### config.mk
export PLATFORM = sky130hd
export DESIGN_NAME = write_reg_dst_pipe
export DESIGN_NICKNAME = d
export VERILOG_FILES = /design/src/rtl/write_reg_dst_pipe_pkg.sv /design/src/rtl/dst_stage_reg.sv /design/src/rtl/write_reg_dst_pipe.sv
export SDC_FILE = /design/constraint.sdc
export NUM_CORES = 1
export LEC_CHECK = 0
export CAP_MARGIN = 20
export CORE_MARGIN = 2
export CORE_UTILIZATION = 44
export CTS_CLUSTER_DIAMETER = 100
export DETAILED_ROUTE_END_ITERATION = 8
export GPL_ROUTABILITY_DRIVEN = 0
export PLACE_DENSITY = 0.89
export SKIP_CTS_REPAIR_TIMING = 1
export SYNTH_ARGS = -nofsm -noshare
export SYNTH_HDL_FRONTEND = slang
export SYNTH_SLANG_ARGS = --single-unit
### constraint.sdc
create_clock -name clk -period 2.35 [get_ports clk]
set_input_delay 0.705 -clock clk [delete_from_list [all_inputs] [get_ports clk]]
set_output_delay 0.705 -clock clk [all_outputs]
set_load 0.03 [all_outputs]
### src/rtl/write_reg_dst_pipe_pkg.sv
// Shared MIPS register-file constants: destination source indices and the link register.
package write_reg_dst_pipe_pkg;

  localparam int SRC_RT   = 0;
  localparam int SRC_RD   = 1;
  localparam int SRC_LINK = 2;

  localparam logic [4:0] LINK_REG = 5'd31;

endpackage

### src/rtl/dst_stage_reg.sv
// One pipeline stage holding a destination register address and its valid bit.
module dst_stage_reg #(
  parameter int ADDR_W = 5
) (
  input  logic              clk,
  input  logic              rst_n,
  input  logic              stall,
  input  logic              flush,
  input  logic              next_valid,
  input  logic [ADDR_W-1:0] next_addr,
  output logic              valid,
  output logic [ADDR_W-1:0] addr
);

  // NOTE: sequential state uses non-blocking assignments so every stage samples
  // its neighbour's pre-edge value and the chain shifts by exactly one place.
  always_ff @(posedge clk or negedge rst_n) begin
    if (!rst_n) begin
      valid <= 1'b0;
      addr  <= '0;
    end else if (flush) begin
      valid <= 1'b0;
    end else if (!stall) begin
      valid <= next_valid;
      addr  <= next_addr;
    end
  end

endmodule

### src/rtl/write_reg_dst_pipe.sv
// Destination-register select plus a DEPTH-stage tracker of in-flight writes,
// exposing writeback, per-stage hazard hits and an in-flight count.
module write_reg_dst_pipe
  import write_reg_dst_pipe_pkg::*;
#(
  parameter int ADDR_W  = 5,
  parameter int NUM_SRC = 3,
  parameter int DEPTH   = 3
) (
  input  logic                       clk,
  input  logic                       rst_n,
  input  logic [NUM_SRC*ADDR_W-1:0]  src_bus,
  input  logic [$clog2(NUM_SRC)-1:0] sel,
  input  logic                       in_valid,
  input  logic                       reg_write,
  input  logic                       stall,
  input  logic                       flush,
  input  logic [ADDR_W-1:0]          rs_q,
  input  logic [ADDR_W-1:0]          rt_q,
  output logic [ADDR_W-1:0]          write_reg,
  output logic                       wb_valid,
  output logic [ADDR_W-1:0]          wb_reg,
  output logic [DEPTH-1:0]           hit_rs,
  output logic [DEPTH-1:0]           hit_rt,
  output logic [$clog2(DEPTH+1)-1:0] inflight
);

  localparam int CNT_W = $clog2(DEPTH+1);

  logic              entry_valid;
  logic              accept;
  logic              retire;
  logic [DEPTH-1:0]  stage_valid;
  logic [ADDR_W-1:0] stage_addr [DEPTH];
  logic [CNT_W-1:0]  inflight_next;

  // NOTE: combinational outputs get a default before any conditional override,
  // so no path leaves them unassigned and no latch is inferred.
  always_comb begin
    write_reg = src_bus[SRC_RT*ADDR_W +: ADDR_W];
    for (int k = 0; k < NUM_SRC; k++) begin
      if (int'(sel) == k) write_reg = src_bus[k*ADDR_W +: ADDR_W];
    end
  end

  // Register 0 is hardwired, so writes to it never create a hazard.
  assign entry_valid = in_valid & reg_write & (write_reg != '0);

  for (genvar i = 0; i < DEPTH; i++) begin : g_stage
    if (i == 0) begin : g_head
      dst_stage_reg #(.ADDR_W(ADDR_W)) u_stage (
        .clk        (clk),
        .rst_n      (rst_n),
        .stall      (stall),
        .flush      (flush),
        .next_valid (entry_valid),
        .next_addr  (write_reg),
        .valid      (stage_valid[i]),
        .addr       (stage_addr[i])
      );
    end else begin : g_tail
      dst_stage_reg #(.ADDR_W(ADDR_W)) u_stage (
        .clk        (clk),
        .rst_n      (rst_n),
        .stall      (stall),
        .flush      (flush),
        .next_valid (stage_valid[i-1]),
        .next_addr  (stage_addr[i-1]),
        .valid      (stage_valid[i]),
        .addr       (stage_addr[i])
      );
    end
  end

  assign wb_valid = stage_valid[DEPTH-1];
  assign wb_reg   = stage_addr[DEPTH-1];

  always_comb begin
    hit_rs = '0;
    hit_rt = '0;
    for (int i = 0; i < DEPTH; i++) begin
      hit_rs[i] = stage_valid[i] && (stage_addr[i] == rs_q) && (rs_q != '0);
      hit_rt[i] = stage_valid[i] && (stage_addr[i] == rt_q) && (rt_q != '0);
    end
  end

  assign accept = !stall && !flush && entry_valid;
  assign retire = !stall && !flush && stage_valid[DEPTH-1];

  // Entry and retirement on the same edge cancel; the guards stop any wrap.
  always_comb begin
    inflight_next = inflight;
    if (accept && !retire && inflight != CNT_W'(DEPTH)) begin
      inflight_next = inflight + CNT_W'(1);
    end else if (retire && !accept && inflight != '0) begin
      inflight_next = inflight - CNT_W'(1);
    end
  end

  always_ff @(posedge clk or negedge rst_n) begin
    if (!rst_n) begin
      inflight <= '0;
    end else if (flush) begin
      inflight <= '0;
    end else begin
      inflight <= inflight_next;
    end
  end

endmodule

==> flow_summary.ini <==
[run_status]
violations = setup timing
run_status = finished, violations left

[flow_run]
maxCapViolations = 0

[global_routing]
antenna_found_initial = 0
grt_start_max_net_pins = 21
grt.total_usage_pct = 22.1
globalRouteOverflowTotal = 0
first_global_vias = 1395
first_pass_grt_wire_length_mm = 6.10

[setup_path]
path_cells = clkbuf_2 > or4_4 > nor2_4 > nor4_2 > buf_4
path_max_fanout = 3
critical_path.slowest_cell = sky130_fd_sc_hd__or4_4
setup.worst_path.end_class = output pin
flop_to_flop_setup_slack_ns = 1.01
critPathArrivalTime_ns = 1.81
critical_path.reg2reg.endpoint = inflight[0]
crit_type = input pin to output pin
crit_path_start_kind = input pin
critical_path_required_ns = 1.64
timing.rr.start = inflight[0]
reg2reg_depth = 4
cpPeakStageDelay_ns = 0.53

[sta]
slew_headroom_pct = 63.8
max_slew.worst_pin.slew_ns = 0.544
final-max-slew-violation-count = 0
achievable-frequency_mhz = 397
setup_slack_ns = -0.168
final.period_utilization_pct = 107
count_of_final_setup_violators = 6
report.final.hold_viol_count = 0
worst_clock_skew_ns = 0.00136
rsz0062_at_grt = true
post-route-min-period_ns = 2.52

[logic_synthesis]
post_synth_main_area_contributors = sky130_fd_sc_hd__dfrtp_1 (36%), sky130_fd_sc_hd__xnor2_1 (11%), sky130_fd_sc_hd__nand2_1 (11%)
postSynthAreaPerCell_um2 = 8.90
synth_top_area_share_pct = 35.6
synth_compound_gate_area_share_pct = 8.63
yosysWarningCount = 0
synth_enable_flop_cells = 0
largest_family_of_logic_cells_by_synthesized_area = simple AND/OR/NAND/NOR gates
yosys_register_bits = 20
ys.flop_type = sky130_fd_sc_hd__dfrtp_1
synth_top_cell_by_area = sky130_fd_sc_hd__dfrtp_1
post_synth_fa_ha_maj_area_fraction_pct = 0
synth_simple_gate_area_share_pct = 28.6
synth_commonest_cells = sky130_fd_sc_hd__nand2_1 (40), sky130_fd_sc_hd__dfrtp_1 (20), sky130_fd_sc_hd__xnor2_1 (18)
syn-instance-count = 158
mux_share_of_post_synthesis_cell_area_pct = 3.56
synthesis.nets = 191
yosys.cell_count.top_type = sky130_fd_sc_hd__nand2_1
post_synth_xor_area_fraction_pct = 19.8
synth_area_um2 = 1410
ys_seq_area_share_pct = 35.6
yosysUniqueCellTypes = 31
postSynth.asyncResetShare_pct = 100

[power_and_ir_drop]
share_clk_of_total_power_pct = 22.8
leakagePower_nw = 1.20
peakVddDrop_mv = 0.318
power_frac_seq_pct = 37.0
power_frac_comb_pct = 40.2
switching_power_of_the_nets_w = 0.000433
power.share.switching_pct = 34.3
internal_power_w = 0.000828
powerDensity_nw_per_um2 = 529

[clock_network]
cts.sinks = 20
cts_made_buffers = 3
worst_skew_pair.late_latency_ns = 0.31
clkSlewWorstSetupHoldPaths_ns = 0.12
tritoncts_clock_tree = built
cts_max_path_buffers = 2
cts_htree_levels = 1
root_buffer = sky130_fd_sc_hd__clkbuf_4

[finish]
final_util_pct = 78.0
num-fill-cells = 196
synthToLayoutAreaGrowth_pct = 69.4
final-instance-count-excl-fill = 279
drive_above_1_share_pct = 35.7
multiInputGateArea_um2 = 1000
post_layout_net_count = 269
num_antenna_cells = 0
area.sequential_um2 = 500

[die]
placeableCoreArea_um2 = 3050
die_x_um = 60.5
pin_count = 52
floorplan.rows = 20
die-area_um2 = 3660
floorplan.die.height_um = 60.5
initial_core_util_pct = 46.1

[worst_hold_path]
min_from = g_stage[1].g_tail.u_stage.addr[0]
worst_hold_path.num_cells = 2
hold-path-endpoint = g_stage[2].g_tail.u_stage.addr[0]
hp-class = register to register

[drt]
detail_route.wl_per_cell_um = 16.2
ant_nets = 0
drt-vias-per-instance = 5.45
total_number_of_vias = 1520
dr.first_iter.drc_count = 101
detail_route.first_pass.iterations = 6
drc = 0
drt_wl_total_mm = 4.52

[placement]
place_hpwl_mm = 2.90
buffer_ports.inserted = 51
post-place-cells = 276
[metal layers]
layer  global-route usage, %  vias to the layer above  wire length [um]
met1                    27.0                      717              1670
met4                    8.39                        0               151
met3                    2.77                       16               328
met5                       0                        -                 0
met2                    39.6                       89              2370
li1                        -                      698                 -
[layout by cell type (no fill, tap or decap), types with 6 or more instances in the layout]
master,count
sky130_fd_sc_hd__nand2_1,40
sky130_fd_sc_hd__buf_4,25
sky130_fd_sc_hd__dfrtp_1,20
sky130_fd_sc_hd__buf_6,17
sky130_fd_sc_hd__clkdlybuf4s50_1,15
sky130_fd_sc_hd__dlymetal6s2s_1,13
sky130_fd_sc_hd__xor2_1,12
sky130_fd_sc_hd__xnor2_1,11
sky130_fd_sc_hd__xnor2_2,7
sky130_fd_sc_hd__nand4_1,6
[registers in the layout, summed over array words and instances (netlist names)]
register                      count
g_stage.g_head.u_stage.addr       5
inflight                          2
g_stage.g_head.u_stage.valid      1
g_stage.g_tail.u_stage.addr      10
g_stage.g_tail.u_stage.valid      2
[stage by stage]
stage	setup TNS (ns)	area [um^2]	power, W	hold slack, ns	setup WS [ns]
6_report	-0.738	2380	0.00126	0.603	-0.168
2_1_floorplan	-0.824	1440	0.000688	0.409	-0.206
3_3_place_gp	-10.56	2170	0.000899	0.545	-0.944
5_1_grt	-1.02	2380	0.00131	0.621	-0.265
4_1_cts	-10.05	2230	0.00120	0.588	-0.993
3_5_place_dp	-10.96	2170	0.000913	0.548	-0.987
[cell type report]
type	count	area share, %
flip-flops and latches	20	21.0
well taps	44	2.31
inverters	5	0.788
clock buffers	3	0.945
multi-input cells	128	42.1
clock inverters	1	1.26
repair buffers	78	31.6
[cells by family after synthesis]
group	after synthesis
xor+xnor	31
flops	20
mux	5
buf+inv	10
compound gates	14
simple gates	78
[power groups by stage]
stage	combinational (W)	sequential [W]	clock, W
detailed placement	0.000452	0.000461	0
finish	0.000507	0.000467	0.000287
floorplan	0.000202	0.000486	0
global placement	0.000440	0.000459	0
CTS	0.000456	0.000455	0.000286
global route	0.000542	0.000471	0.000299
[worst max-delay path by stage]
| stage | from | endpoint | slack [ns] | depth (start not counted) |
|---|---|---|---|---|
| after CTS | rt_q[0] | hit_rt[2] | -0.99 | 6 |
| after global placement | rt_q[4] | hit_rt[0] | -0.94 | 5 |
| after floorplan | rs_q[2] | hit_rs[0] | -0.21 | 3 |
| after detailed placement | rt_q[0] | hit_rt[2] | -0.99 | 6 |
| after global routing | rs_q[4] | hit_rs[2] | -0.27 | 5 |
| final | rs_q[2] | hit_rs[2] | -0.17 | 5 |
[critical path, delay by kind of cell]
| kind | cells | cell delay [ns] |
|---|---|---|
| buffers and inverters | 2 | 0.28 |
| AND/OR/NAND/NOR | 3 | 0.82 |
(Power assumes the default switching activity.)
